File: src/rtl/stage_3_if.sv
// stage_3_if: bundles the stage_2 -> stage_3 handshake, the normalized
// feedback values returned to stage_2, and the pre-carry byte stream.
//
// Signals:
//   in_valid / in_ready    upstream handshake, accept = in_valid & in_ready
//   range, low             un-normalized range/low from stage_2
//   out_valid              one-cycle pulse when the normalized values update
//   out_range, out_low     normalized range/low fed back to stage_2
//   cnt_out                signed bit counter (-9..-1)
//   byte_valid/byte_ready  byte stream handshake, pop = byte_valid & byte_ready
//   byte_out               head of the byte FIFO (carry bit included)
//
// Modports:
//   master  the environment side (drives inputs, consumes bytes)
//   slave   the stage_3 block itself
interface stage_3_if #(
    parameter int RANGE_WIDTH = 16,
    parameter int LOW_WIDTH   = 24,
    parameter int OUT_WIDTH   = 16
);
    logic                   in_valid;
    logic                   in_ready;
    logic [RANGE_WIDTH-1:0] range;
    logic [LOW_WIDTH-1:0]   low;
    logic                   out_valid;
    logic [RANGE_WIDTH-1:0] out_range;
    logic [LOW_WIDTH-1:0]   out_low;
    logic signed [4:0]      cnt_out;
    logic                   byte_valid;
    logic                   byte_ready;
    logic [OUT_WIDTH-1:0]   byte_out;

    modport master (
        output in_valid,
        output range,
        output low,
        output byte_ready,
        input  in_ready,
        input  out_valid,
        input  out_range,
        input  out_low,
        input  cnt_out,
        input  byte_valid,
        input  byte_out
    );

    modport slave (
        input  in_valid,
        input  range,
        input  low,
        input  byte_ready,
        output in_ready,
        output out_valid,
        output out_range,
        output out_low,
        output cnt_out,
        output byte_valid,
        output byte_out
    );
endinterface

File: src/rtl/stage_3.sv
// stage_3: renormalization stage of the arithmetic coder.
//
// For each accepted (range, low) pair the block counts the leading zeros d
// of range, shifts range and low left by d, and emits zero, one or two
// pre-carry bytes taken from the top of low into a small byte FIFO. The
// signed bit counter cnt tracks how many bits of low are still pending
// before the next byte boundary.
//
// Ports:
//   clk_stage_3    single clock, all state on its rising edge
//   reset_stage_3  asynchronous, active-low reset
//   bus            stage_3_if.slave (input handshake, normalized outputs,
//                  byte FIFO output handshake)
//   byte_count     (only with STAGE_3_BYTE_COUNT_EN) 32-bit count of bytes
//                  popped since reset, wraps at 2^32
//
// Configuration macro: STAGE_3_BYTE_COUNT_EN adds the byte_count output.
module stage_3 #(
    parameter int RANGE_WIDTH = 16,
    parameter int LOW_WIDTH   = 24,
    parameter int D_SIZE      = 4,
    parameter int OUT_WIDTH   = 16,
    parameter int FIFO_DEPTH  = 4
) (
    input  logic        clk_stage_3,
    input  logic        reset_stage_3,
    stage_3_if.slave    bus
`ifdef STAGE_3_BYTE_COUNT_EN
    ,
    output logic [31:0] byte_count
`endif
);

    localparam int PTR_W = (FIFO_DEPTH > 1) ? $clog2(FIFO_DEPTH) : 1;
    localparam int OCC_W = $clog2(FIFO_DEPTH + 1);

    // cnt starts at -9: nine bits of low must be shifted in before the first
    // byte boundary is reached.
    localparam logic signed [4:0] CNT_RESET = -5'sd9;

    // ------------------------------------------------------------------
    // Helpers
    // ------------------------------------------------------------------

    // Leading-zero count; an all-zero range yields 0.
    function automatic logic [D_SIZE-1:0] lead_zeros(input logic [RANGE_WIDTH-1:0] v);
        logic [D_SIZE-1:0] n;
        n = '0;
        for (int i = 0; i < RANGE_WIDTH; i++) begin
            if (v[i]) begin
                n = D_SIZE'(RANGE_WIDTH - 1 - i);
            end
        end
        return n;
    endfunction

    // Circular pointer increment, correct for non power-of-two depths too.
    function automatic logic [PTR_W-1:0] ptr_inc(input logic [PTR_W-1:0] p);
        if (p == PTR_W'(FIFO_DEPTH - 1)) begin
            return '0;
        end
        return p + 1'b1;
    endfunction

    // ------------------------------------------------------------------
    // State
    // ------------------------------------------------------------------
    logic signed [4:0]      cnt;
    logic [RANGE_WIDTH-1:0] out_range_q;
    logic [LOW_WIDTH-1:0]   out_low_q;
    logic                   out_valid_q;

    logic [OUT_WIDTH-1:0]   mem [FIFO_DEPTH];
    logic [PTR_W-1:0]       rd_ptr;
    logic [PTR_W-1:0]       wr_ptr;
    logic [OCC_W-1:0]       occupancy;

    // ------------------------------------------------------------------
    // Handshakes
    // ------------------------------------------------------------------
    logic accept;
    logic pop;
    logic in_ready_int;
    logic byte_valid_int;

    // Every transaction may push up to two bytes, so the block only accepts
    // while at least two entries are free. This depends on registered
    // occupancy only, so a pop in the same cycle never creates a comb path
    // from byte_ready to in_ready.
    assign in_ready_int   = (occupancy <= OCC_W'(FIFO_DEPTH - 2));
    assign byte_valid_int = (occupancy != '0);
    assign accept         = bus.in_valid & in_ready_int;
    assign pop            = byte_valid_int & bus.byte_ready;

    // ------------------------------------------------------------------
    // Normalization datapath
    // ------------------------------------------------------------------
    logic [D_SIZE-1:0]      d;
    logic signed [4:0]      s;
    logic [4:0]             c;
    logic [4:0]             c8;
    logic [LOW_WIDTH-1:0]   mask_c;
    logic [LOW_WIDTH-1:0]   mask_c8;
    logic [LOW_WIDTH-1:0]   l_sel;
    logic signed [4:0]      cnt_next;
    logic [1:0]             push_cnt;
    logic [OUT_WIDTH-1:0]   byte0;
    logic [OUT_WIDTH-1:0]   byte1;

    assign d = lead_zeros(bus.range);
    assign s = cnt + $signed({1'b0, d});

    // c = cnt + 16 is the bit position of the pending byte boundary inside
    // low; cnt is in -9..-1 so c stays in 7..15. Unsigned 5-bit arithmetic
    // gives the right result modulo 32. c8 is only meaningful when s >= 8,
    // which requires cnt >= -7, so it is never negative where it is used.
    assign c       = $unsigned(cnt) + 5'd16;
    assign c8      = c - 5'd8;
    assign mask_c  = (LOW_WIDTH'(1) << c) - LOW_WIDTH'(1);
    assign mask_c8 = (LOW_WIDTH'(1) << c8) - LOW_WIDTH'(1);

    // Select how many bytes leave low this transaction and what remains.
    always_comb begin
        push_cnt = 2'd0;
        l_sel    = bus.low;
        cnt_next = s;
        byte0    = OUT_WIDTH'(bus.low >> c);
        byte1    = OUT_WIDTH'((bus.low & mask_c) >> c8);
        if (s < 0) begin
            push_cnt = 2'd0;
            l_sel    = bus.low;
            cnt_next = s;
        end else if (s < 5'sd8) begin
            push_cnt = 2'd1;
            l_sel    = bus.low & mask_c;
            cnt_next = s - 5'sd8;
        end else begin
            push_cnt = 2'd2;
            l_sel    = bus.low & mask_c8;
            cnt_next = s - 5'sd8 - 5'sd8;
        end
    end

    // ------------------------------------------------------------------
    // Normalized output registers and bit counter
    // ------------------------------------------------------------------

    // Outputs only move on an accepted transaction; out_valid pulses for the
    // single cycle following acceptance.
    always_ff @(posedge clk_stage_3 or negedge reset_stage_3) begin
        if (!reset_stage_3) begin
            cnt         <= CNT_RESET;
            out_range_q <= {1'b1, {(RANGE_WIDTH-1){1'b0}}};
            out_low_q   <= '0;
            out_valid_q <= 1'b0;
        end else begin
            out_valid_q <= accept;
            if (accept) begin
                cnt         <= cnt_next;
                out_range_q <= bus.range << d;
                out_low_q   <= l_sel << d;
            end
        end
    end

    // ------------------------------------------------------------------
    // Byte FIFO
    // ------------------------------------------------------------------
    logic [PTR_W-1:0] wr_ptr_p1;
    logic [PTR_W-1:0] wr_ptr_p2;
    logic [1:0]       push_now;

    assign wr_ptr_p1 = ptr_inc(wr_ptr);
    assign wr_ptr_p2 = ptr_inc(wr_ptr_p1);
    assign push_now  = accept ? push_cnt : 2'd0;

    // Storage: the first byte always lands at wr_ptr, the second (if any)
    // at the following slot, preserving push order.
    always_ff @(posedge clk_stage_3 or negedge reset_stage_3) begin
        if (!reset_stage_3) begin
            for (int i = 0; i < FIFO_DEPTH; i++) begin
                mem[i] <= '0;
            end
        end else begin
            if (push_now != 2'd0) begin
                mem[wr_ptr] <= byte0;
            end
            if (push_now == 2'd2) begin
                mem[wr_ptr_p1] <= byte1;
            end
        end
    end

    // Pointers and occupancy; a simultaneous pop and push both take effect.
    always_ff @(posedge clk_stage_3 or negedge reset_stage_3) begin
        if (!reset_stage_3) begin
            rd_ptr    <= '0;
            wr_ptr    <= '0;
            occupancy <= '0;
        end else begin
            case (push_now)
                2'd1:    wr_ptr <= wr_ptr_p1;
                2'd2:    wr_ptr <= wr_ptr_p2;
                default: wr_ptr <= wr_ptr;
            endcase
            if (pop) begin
                rd_ptr <= ptr_inc(rd_ptr);
            end
            occupancy <= occupancy + OCC_W'(push_now) - OCC_W'(pop);
        end
    end

`ifdef STAGE_3_BYTE_COUNT_EN
    // Running count of consumed bytes, free-running modulo 2^32.
    always_ff @(posedge clk_stage_3 or negedge reset_stage_3) begin
        if (!reset_stage_3) begin
            byte_count <= '0;
        end else if (pop) begin
            byte_count <= byte_count + 32'd1;
        end
    end
`endif

    // ------------------------------------------------------------------
    // Output wiring
    // ------------------------------------------------------------------

    // byte_out is forced to zero when empty so stale entries never show.
    assign bus.in_ready   = in_ready_int;
    assign bus.byte_valid = byte_valid_int;
    assign bus.byte_out   = byte_valid_int ? mem[rd_ptr] : '0;
    assign bus.out_valid  = out_valid_q;
    assign bus.out_range  = out_range_q;
    assign bus.out_low    = out_low_q;
    assign bus.cnt_out    = cnt;

endmodule

File: src/flat_wrapper.sv
// flat-port wrapper written by rule: the top's interface ports become plain ports
module stage_3_flat 
#(
    parameter int RANGE_WIDTH = 16,
    parameter int LOW_WIDTH   = 24,
    parameter int D_SIZE      = 4,
    parameter int OUT_WIDTH   = 16,
    parameter int FIFO_DEPTH  = 4
)
  (clk_stage_3, reset_stage_3, bus_in_valid, bus_range, bus_low, bus_byte_ready, bus_in_ready, bus_out_valid, bus_out_range, bus_out_low, bus_cnt_out, bus_byte_valid, bus_byte_out);
  stage_3_if #(.RANGE_WIDTH(RANGE_WIDTH), .LOW_WIDTH(LOW_WIDTH), .OUT_WIDTH(OUT_WIDTH)) bus_i ();
  input  logic clk_stage_3;
  input  logic reset_stage_3;
  input wire logic [$bits(bus_i.in_valid)-1:0] bus_in_valid;
  input wire logic [$bits(bus_i.range)-1:0] bus_range;
  input wire logic [$bits(bus_i.low)-1:0] bus_low;
  input wire logic [$bits(bus_i.byte_ready)-1:0] bus_byte_ready;
  output wire logic [$bits(bus_i.in_ready)-1:0] bus_in_ready;
  output wire logic [$bits(bus_i.out_valid)-1:0] bus_out_valid;
  output wire logic [$bits(bus_i.out_range)-1:0] bus_out_range;
  output wire logic [$bits(bus_i.out_low)-1:0] bus_out_low;
  output wire logic [$bits(bus_i.cnt_out)-1:0] bus_cnt_out;
  output wire logic [$bits(bus_i.byte_valid)-1:0] bus_byte_valid;
  output wire logic [$bits(bus_i.byte_out)-1:0] bus_byte_out;
  assign bus_i.in_valid = bus_in_valid;
  assign bus_i.range = bus_range;
  assign bus_i.low = bus_low;
  assign bus_i.byte_ready = bus_byte_ready;
  assign bus_in_ready = bus_i.in_ready;
  assign bus_out_valid = bus_i.out_valid;
  assign bus_out_range = bus_i.out_range;
  assign bus_out_low = bus_i.out_low;
  assign bus_cnt_out = bus_i.cnt_out;
  assign bus_byte_valid = bus_i.byte_valid;
  assign bus_byte_out = bus_i.byte_out;
  stage_3 #(.RANGE_WIDTH(RANGE_WIDTH), .LOW_WIDTH(LOW_WIDTH), .D_SIZE(D_SIZE), .OUT_WIDTH(OUT_WIDTH), .FIFO_DEPTH(FIFO_DEPTH)) u_core (.clk_stage_3(clk_stage_3), .reset_stage_3(reset_stage_3), .bus(bus_i));
endmodule
File: config.mk
export PLATFORM = sky130hd
export DESIGN_NAME = stage_3_flat
export DESIGN_NICKNAME = d
export VERILOG_FILES = /design/src/rtl/stage_3_if.sv /design/src/rtl/stage_3.sv /design/src/flat_wrapper.sv
export SDC_FILE = /design/constraint.sdc
export NUM_CORES = 1
export LEC_CHECK = 0
export BUFFER_PORTS_ARGS = -buffer_cell sky130_fd_sc_hd__buf_2
export CAP_MARGIN = 5
export CORE_UTILIZATION = 55
export DETAILED_ROUTE_END_ITERATION = 16
export PLACE_DENSITY = 0.75
export RECOVER_POWER = 100
export SLEW_MARGIN = 5
export SYNTH_ARGS = -nofsm -noshare
export SYNTH_HDL_FRONTEND = slang
export SYNTH_SLANG_ARGS = --single-unit
File: constraint.sdc
create_clock -name clk_stage_3 -period 8.6 [get_ports clk_stage_3]
set_clock_uncertainty 0.05 [all_clocks]
set_input_delay 0 -clock clk_stage_3 [delete_from_list [all_inputs] [get_ports clk_stage_3]]
set_output_delay 0 -clock clk_stage_3 [all_outputs]
set_load 0.005 [all_outputs]
Yosys cells after proc, flatten, opt, wreduce, memory -nomap -nowiden. Index checks and enable logic that the tools add are counted.

Flip-flop bits (word level): 117. Bits in latches: 0. Memory bits (writable): 0. ROM bits: 0. Input bits: 44. Output and inout bits: 64. Memories: 0.

Add/subtract/negate cells: 12. $mul: 0. Div/mod/pow operators: 0. Order comparisons: 8. Equality and inequality tests: 5. Shift operators: 6. Mux-type cells: 46. Bitwise operators: 7. Reductions and logical operators: 5.

Operators with widths (count): $bwmux W64 (2); $mux W64 (2); $mux W16 (5); $demux W16 S2 (2); $mux W4 (16); $and A24 B24 Y24 (2); $mux W24 (2); $shl A1 B5 Y24 const A (2); $shr A24 B5 Y16 (2); $sub A24 B2 Y24 const B (2); $bmux W16 S2 (1); $shl A24 B4 Y24 (1); $mux W2 (9); $shl A16 B4 Y16 (1); $mux W5 (2); $sub A5 B5 Y5 const B (2); $ge A3 B3 Y1 const B (3); $not A2 Y3 (3); $eq A2 B2 Y1 const B (4); $add A2 B1 Y2 const B (3); $lt A3 B1 Y1 const B (2); $add A5 B5 Y5 (1); $add A5 B5 Y5 const B (1); $lt A5 B1 Y1 const B (1); 12 further kinds (18).

Logic depth before layout (Yosys ltp).
Depth after elaboration: 25. Mapped depth: 22.

Least setup slack after synthesis. No wires, ideal clock.

Path type: input to register. Start: in bus_range[11]. End: reg u_core.mem[40] (netlist bit). Setup time: 82 ps. Arrival: 3905 ps. Data required time: 8468 ps. Slack: 4564 ps. Stages on the path: 21. Buffers on the path: 5. Cells stage by stage: nor3_1 o221a_4 nor2_4 inv_2 buf_2 buf_2 ha_1 inv_1 fa_1 nand2b_2 a211oi_4 a21oi_2 buf_4 nor3_1 inv_1 ha_1 nor2b_1 buf_1 buf_1 nand2_1 a31oi_1.

Cells in the longest elaborated chain, start to end: 14.

Ends and longest elaborated chain: from (decl) (line flat_wrapper.sv:15) `input wire logic [$bits(bus_i.range)-1:0] bus_range;`; $mux W4 (*) (5 in a row) (line stage_3.sv:50) `if (v[i]) begin`; $add A5 B5 Y5 (*) (line stage_3.sv:111) `assign s = cnt + $signed({1'b0, d});`; $lt A5 B5 Y1 (line stage_3.sv:133) `end else if (s < 5'sd8) begin`; $mux W2 (line stage_3.sv:133); $mux W2 (*) (line stage_3.sv:129) `if (s < 0) begin`; $mux W2 (*) (line stage_3.sv:175) `assign push_now = accept ? push_cnt : 2'd0;`; $reduce_bool A2 Y1 (line stage_3.sv:185) `if (push_now != 2'd0) begin`; $mux W64 (line stage_3.sv:185); $bwmux W64 (line stage_3.sv:189) `mem[wr_ptr_p1] <= byte1;`; $mux W64 (*) (line stage_3.sv:188) `if (push_now == 2'd2) begin`; to (signal, indexed assignment) (line stage_3.sv:186) `mem[wr_ptr] <= byte0;`; to (signal, indexed assignment) (line stage_3.sv:189); to (decl) (line stage_3.sv:73) `logic [OUT_WIDTH-1:0] mem [FIFO_DEPTH];`.

Every way passes the cells marked *; elsewhere a longest branch is shown, timed or not. A chain may end at the register's enable or synchronous reset.

Final worst setup path.
Start: in bus_range[0]. End: reg u_core.mem[55] (netlist bit).

Cells in the longest elaborated chain, start to end: 25.

Ends and longest elaborated chain (line): $mux W4 (*) (16 in a row) (stage_3.sv:50); $add A5 B5 Y5 (*) (stage_3.sv:111); $lt A5 B5 Y1 (stage_3.sv:133); $mux W2 (stage_3.sv:133); $mux W2 (*) (stage_3.sv:129); $mux W2 (*) (stage_3.sv:175); $reduce_bool A2 Y1 (stage_3.sv:185); $mux W64 (stage_3.sv:185); $bwmux W64 (stage_3.sv:189); $mux W64 (*) (stage_3.sv:188).

Marks and branches as above.

==> summary.md <==
| Metric | Value |
|---|---|
| Outcome | finished with violations |
| Failing checks | max-capacitance violations, max-slew violations |
| Post-route DRC | 0 |
| Required time at the worst-slack endpoint | 8.83 ns |
| # rows | 50 |
| First-pass GRT wire length | 56100 um |
| Worst-path clk slew | 0.06 ns |
| Width of the chip | 141.0 um |
| Critical path origin | bus_range[0] |
| Slew Viols, Final | 276 |
| CP max stage delay | 1.71 ns |
| Vias in the first global route | 10263 |
| Synthesized flop and latch total | 117 |
| Reg2reg end | u_core.mem[22] |
| MaxCap Viol Count | 5 |
| Setup crit start kind | input port |
| Post-synthesis compound-gate area fraction | 0.2987 |
| Commonest non-fill, non-tap cell in the layout | nand2_1 |
| Hold_ws | 0.06006 ns |
| Crit-path leading delay family | simple AND/OR/NAND/NOR gates |
| Syn_nets | 1371 |
| Largest net degree at the start of global routing | 73 |
| Slowest stage cell, crit path | nor2_1 |
| Final Wtd Congestion | 1.015 |
| FMAX | 0.1417 GHz |
| Async set or reset register ratio after synthesis | 1.000 |
| Pre-CTS setup slack | 2.518 ns |
| Post-synthesis adder-cell area fraction | 0.02671 |
| Mapped cell area | 0.01063 mm2 |
| Post-synthesis simple-gate area fraction | 0.1911 |
| WL/cell | 21.78 um |
| Unrepaired setup endpoints after global routing | false |
| TritonCTS sink count | 117 |
| Largest buffer count on any clock path | 2 |
| CTS tree | yes |
| Ant. Diodes | 0 |
| Synth Flop Type | dfrtp_1 |
| Reg2reg start | u_core.bus.cnt_out[2] |
| DR vias/cell | 6.812 |
| Worst Path Max Fanout | 31 |
| Final nets | 1407 |
| Final setup margin | 1.545 ns |
| Total negative setup slack | 0 ns |
| Initial Util | 0.5647 |
| Worst-Margin Slew | 3.649 ns |
| Most frequent cells in the layout | nand2_1 (183), dfrtp_1 (111), a21oi_1 (92), nor2_1 (90), o21ai_0 (84) |
| Hold Startpoint | bus_in_valid |
| P_leak | 4.845 nW |
| Distinct cells, synth | 96 |
| Leftover overflow at the end of global routing | 0 |
| Total routed wirelength | 35220 um |
| Worst path bufs/invs | 5 |
| Slew Limit Headroom | -1.433 |
| CP Class | in -> reg |
| Worst Hold Class | in -> reg |
| Hold Path Sink | u_core.bus.cnt_out[4] |
| VDD IR-drop max | 0.0002008 V |
| Final Cell Area | 0.01163 mm2 |
| Die Area | 0.01989 mm2 |
| Cell Count, Final, Fillers Out | 1617 |
| Post-synthesis xor/xnor area fraction | 0.005766 |
| Synth Warn # | 0 |
| Largest family of logic cells by synthesized area | compound AO/OA/AOI/OAI gates |
| Synthesized area per cell | 8.129 um2 |
| Final core utilization | 0.6174 |
| Fin crit period | 7.055 ns |
| Seq/Total Area, Yosys | 0.2759 |
| Initial antenna violation count | 0 |
| Final Hold Viols | 0 |
| Layout cell share with drive strength beyond 1 | 0.1400 |
| Die extent in y | 141.0 um |
| I/O Pins | 108 |
| Antenna viol nets, final | 0 |
| R2r setup slk | 2.10 ns |
| Fin crit share | 0.8204 |
| HPWL after DPL | 24790 um |
| Root Driver | clkbuf_16 |
| Hold Crit Depth | 4 |
| Overall power | 3.808 mW |
| Post-cts hold buffer count | 5 |
| Post-CTS sizing | 0 |
| Postcts setup bufs | 0 |
| Critical Path End Type | register |
| Iteration-0 DRC Markers | 1420 |
| Post-synth EDFFs | 0 |
| CP Cell Sequence | dlygate4sd3_1 -> clkbuf_1 -> nor2b_1 -> o21a_1 -> o221a_1 -> nor2_1 -> inv_2 -> ha_1 -> inv_1 -> fa_1 -> nand2b_1 -> a211oi_1 -> a21oi_2 -> nor3_1 -> inv_1 -> ha_1 -> nand2b_1 -> o21ai_0 -> a21oi_1 -> o31ai_1 |
| I/O Buffers | 107 |
| Num CTS Buffers | 17 |
| Vias | 11015 |
| Dpl cells | 1580 |
| Drt pass-1 iters | 6 |
| Power Density | 327.5 mW/mm2 |
| Finish-stage setup viols | 0 |
| Placed Area | 0.01110 mm2 |
| Area grow syn2layout | 9.344% |
| Post-Synthesis Cells | 1308 |
| Core ar. | 0.01883 mm2 |
| Clk Latency, worst-skew pair | 0.42 ns |
| H-tree Lvls | 4 |
| WP data arrival | 7.29 ns |
| Gr usage total | 0.3613 |
| Multiplexer share of the synthesized area | 0.1400 |
| R2R cell count | 11 |
-- worst reg2reg max path: stages (launching register included) --
cell and delay [ns]:
dfstp_2 0.56, clkbuf_1 2.12, ha_1 0.59, nand2b_1 0.17, a211oi_1 0.79, a21oi_2 0.30, nor3_1 0.36, inv_1 0.11
ha_1 0.29, nor2b_2 0.67, mux2i_1 0.26, mux2i_1 0.09
-- power by group --
| group | internal (mW) | total [mW] | switching, mW | leakage [nW] |
|---|---|---|---|---|
| Clock | 0.405 | 0.690 | 0.284 | 0.274 |
| Sequential | 0.730 | 0.897 | 0.168 | 1.52 |
| Combinational | 0.821 | 2.22 | 1.40 | 3.05 |
| Total | 1.96 | 3.81 | 1.85 | 4.84 |
-- cells by family (layout without fill, tap and decap cells) --
kind of cell    Yosys count  count (layout)
compound gates          459             459
simple gates            442             442
buf+inv                 147             196
flops                   117             117
mux                     114             114
fa+ha+maj                22              22
xor+xnor                  7               7
-- Yosys cell counts, types with 9 or more instances --
| master | count | share of area |
|---|---|---|
| a211oi_1 | 28 | 0.020 |
| a21o_1 | 9 | 0.0064 |
| a21oi_1 | 92 | 0.043 |
| a22o_1 | 10 | 0.0082 |
| a22oi_1 | 9 | 0.0064 |
| a31oi_1 | 26 | 0.015 |
| and2_1 | 25 | 0.015 |
| buf_1 | 15 | 0.0053 |
| buf_2 | 41 | 0.019 |
| buf_4 | 10 | 0.0071 |
| clkbuf_1 | 44 | 0.016 |
| dfrtp_1 | 112 | 0.26 |
| ha_1 | 17 | 0.020 |
| inv_1 | 30 | 0.011 |
| mux2_2 | 14 | 0.015 |
| mux2i_1 | 73 | 0.069 |
| mux4_2 | 26 | 0.055 |
| nand2_1 | 183 | 0.065 |
| nand2b_1 | 15 | 0.0088 |
| nand3_1 | 33 | 0.016 |
| nor2_1 | 88 | 0.031 |
| nor2b_1 | 22 | 0.013 |
| nor3_1 | 33 | 0.016 |
| o211ai_1 | 43 | 0.030 |
| o21a_1 | 11 | 0.0078 |
| o21ai_0 | 77 | 0.036 |
| o21ai_1 | 13 | 0.0061 |
| o221ai_1 | 10 | 0.0082 |
| o22ai_1 | 18 | 0.011 |
| o31ai_1 | 18 | 0.013 |
-- sequential cells by signal, summed over array words and instances (netlist names) --
register and flops:
u_core.bus.cnt_out 5, u_core.mem 64, u_core.rd_ptr 2, u_core.bus.out_range 16, u_core.occupancy 3, u_core.wr_ptr 2
u_core.bus.out_low 24, u_core.bus.out_valid 1
-- worst max path at each step --
stage	endpoint	slack, ns	cells after the start
4_1_cts	u_core.mem[21]	2.43	17
3_3_place_gp	u_core.mem[22]	2.79	15
3_5_place_dp	u_core.mem[21]	2.52	16
5_1_grt	u_core.mem[55]	1.17	20
2_1_floorplan	u_core.mem[40]	4.56	21
6_report	u_core.mem[55]	1.54	20
-- metal layers --
layer / vias up / part of all wire / wire, um / track usage
li1: 4980 / - / - / -
met1: 5256 / 0.40 / 14180 / 0.4750
met2: 651 / 0.46 / 16070 / 0.5732
met3: 128 / 0.098 / 3450 / 0.07711
met4: 0 / 0.043 / 1515 / 0.1602
met5: - / 0 / 0 / 0
-- cell type report --
type,instances,area (um2)
clock buffers,18,429.2
multi-input cells,1044,6997
well taps,260,325.3
fillers,1660,7204
clock inverters,14,143.9
inverters,34,127.6
flip-flops and latches,117,2935
repair buffers,130,668.1
Power figures use the tool's default switching activity.
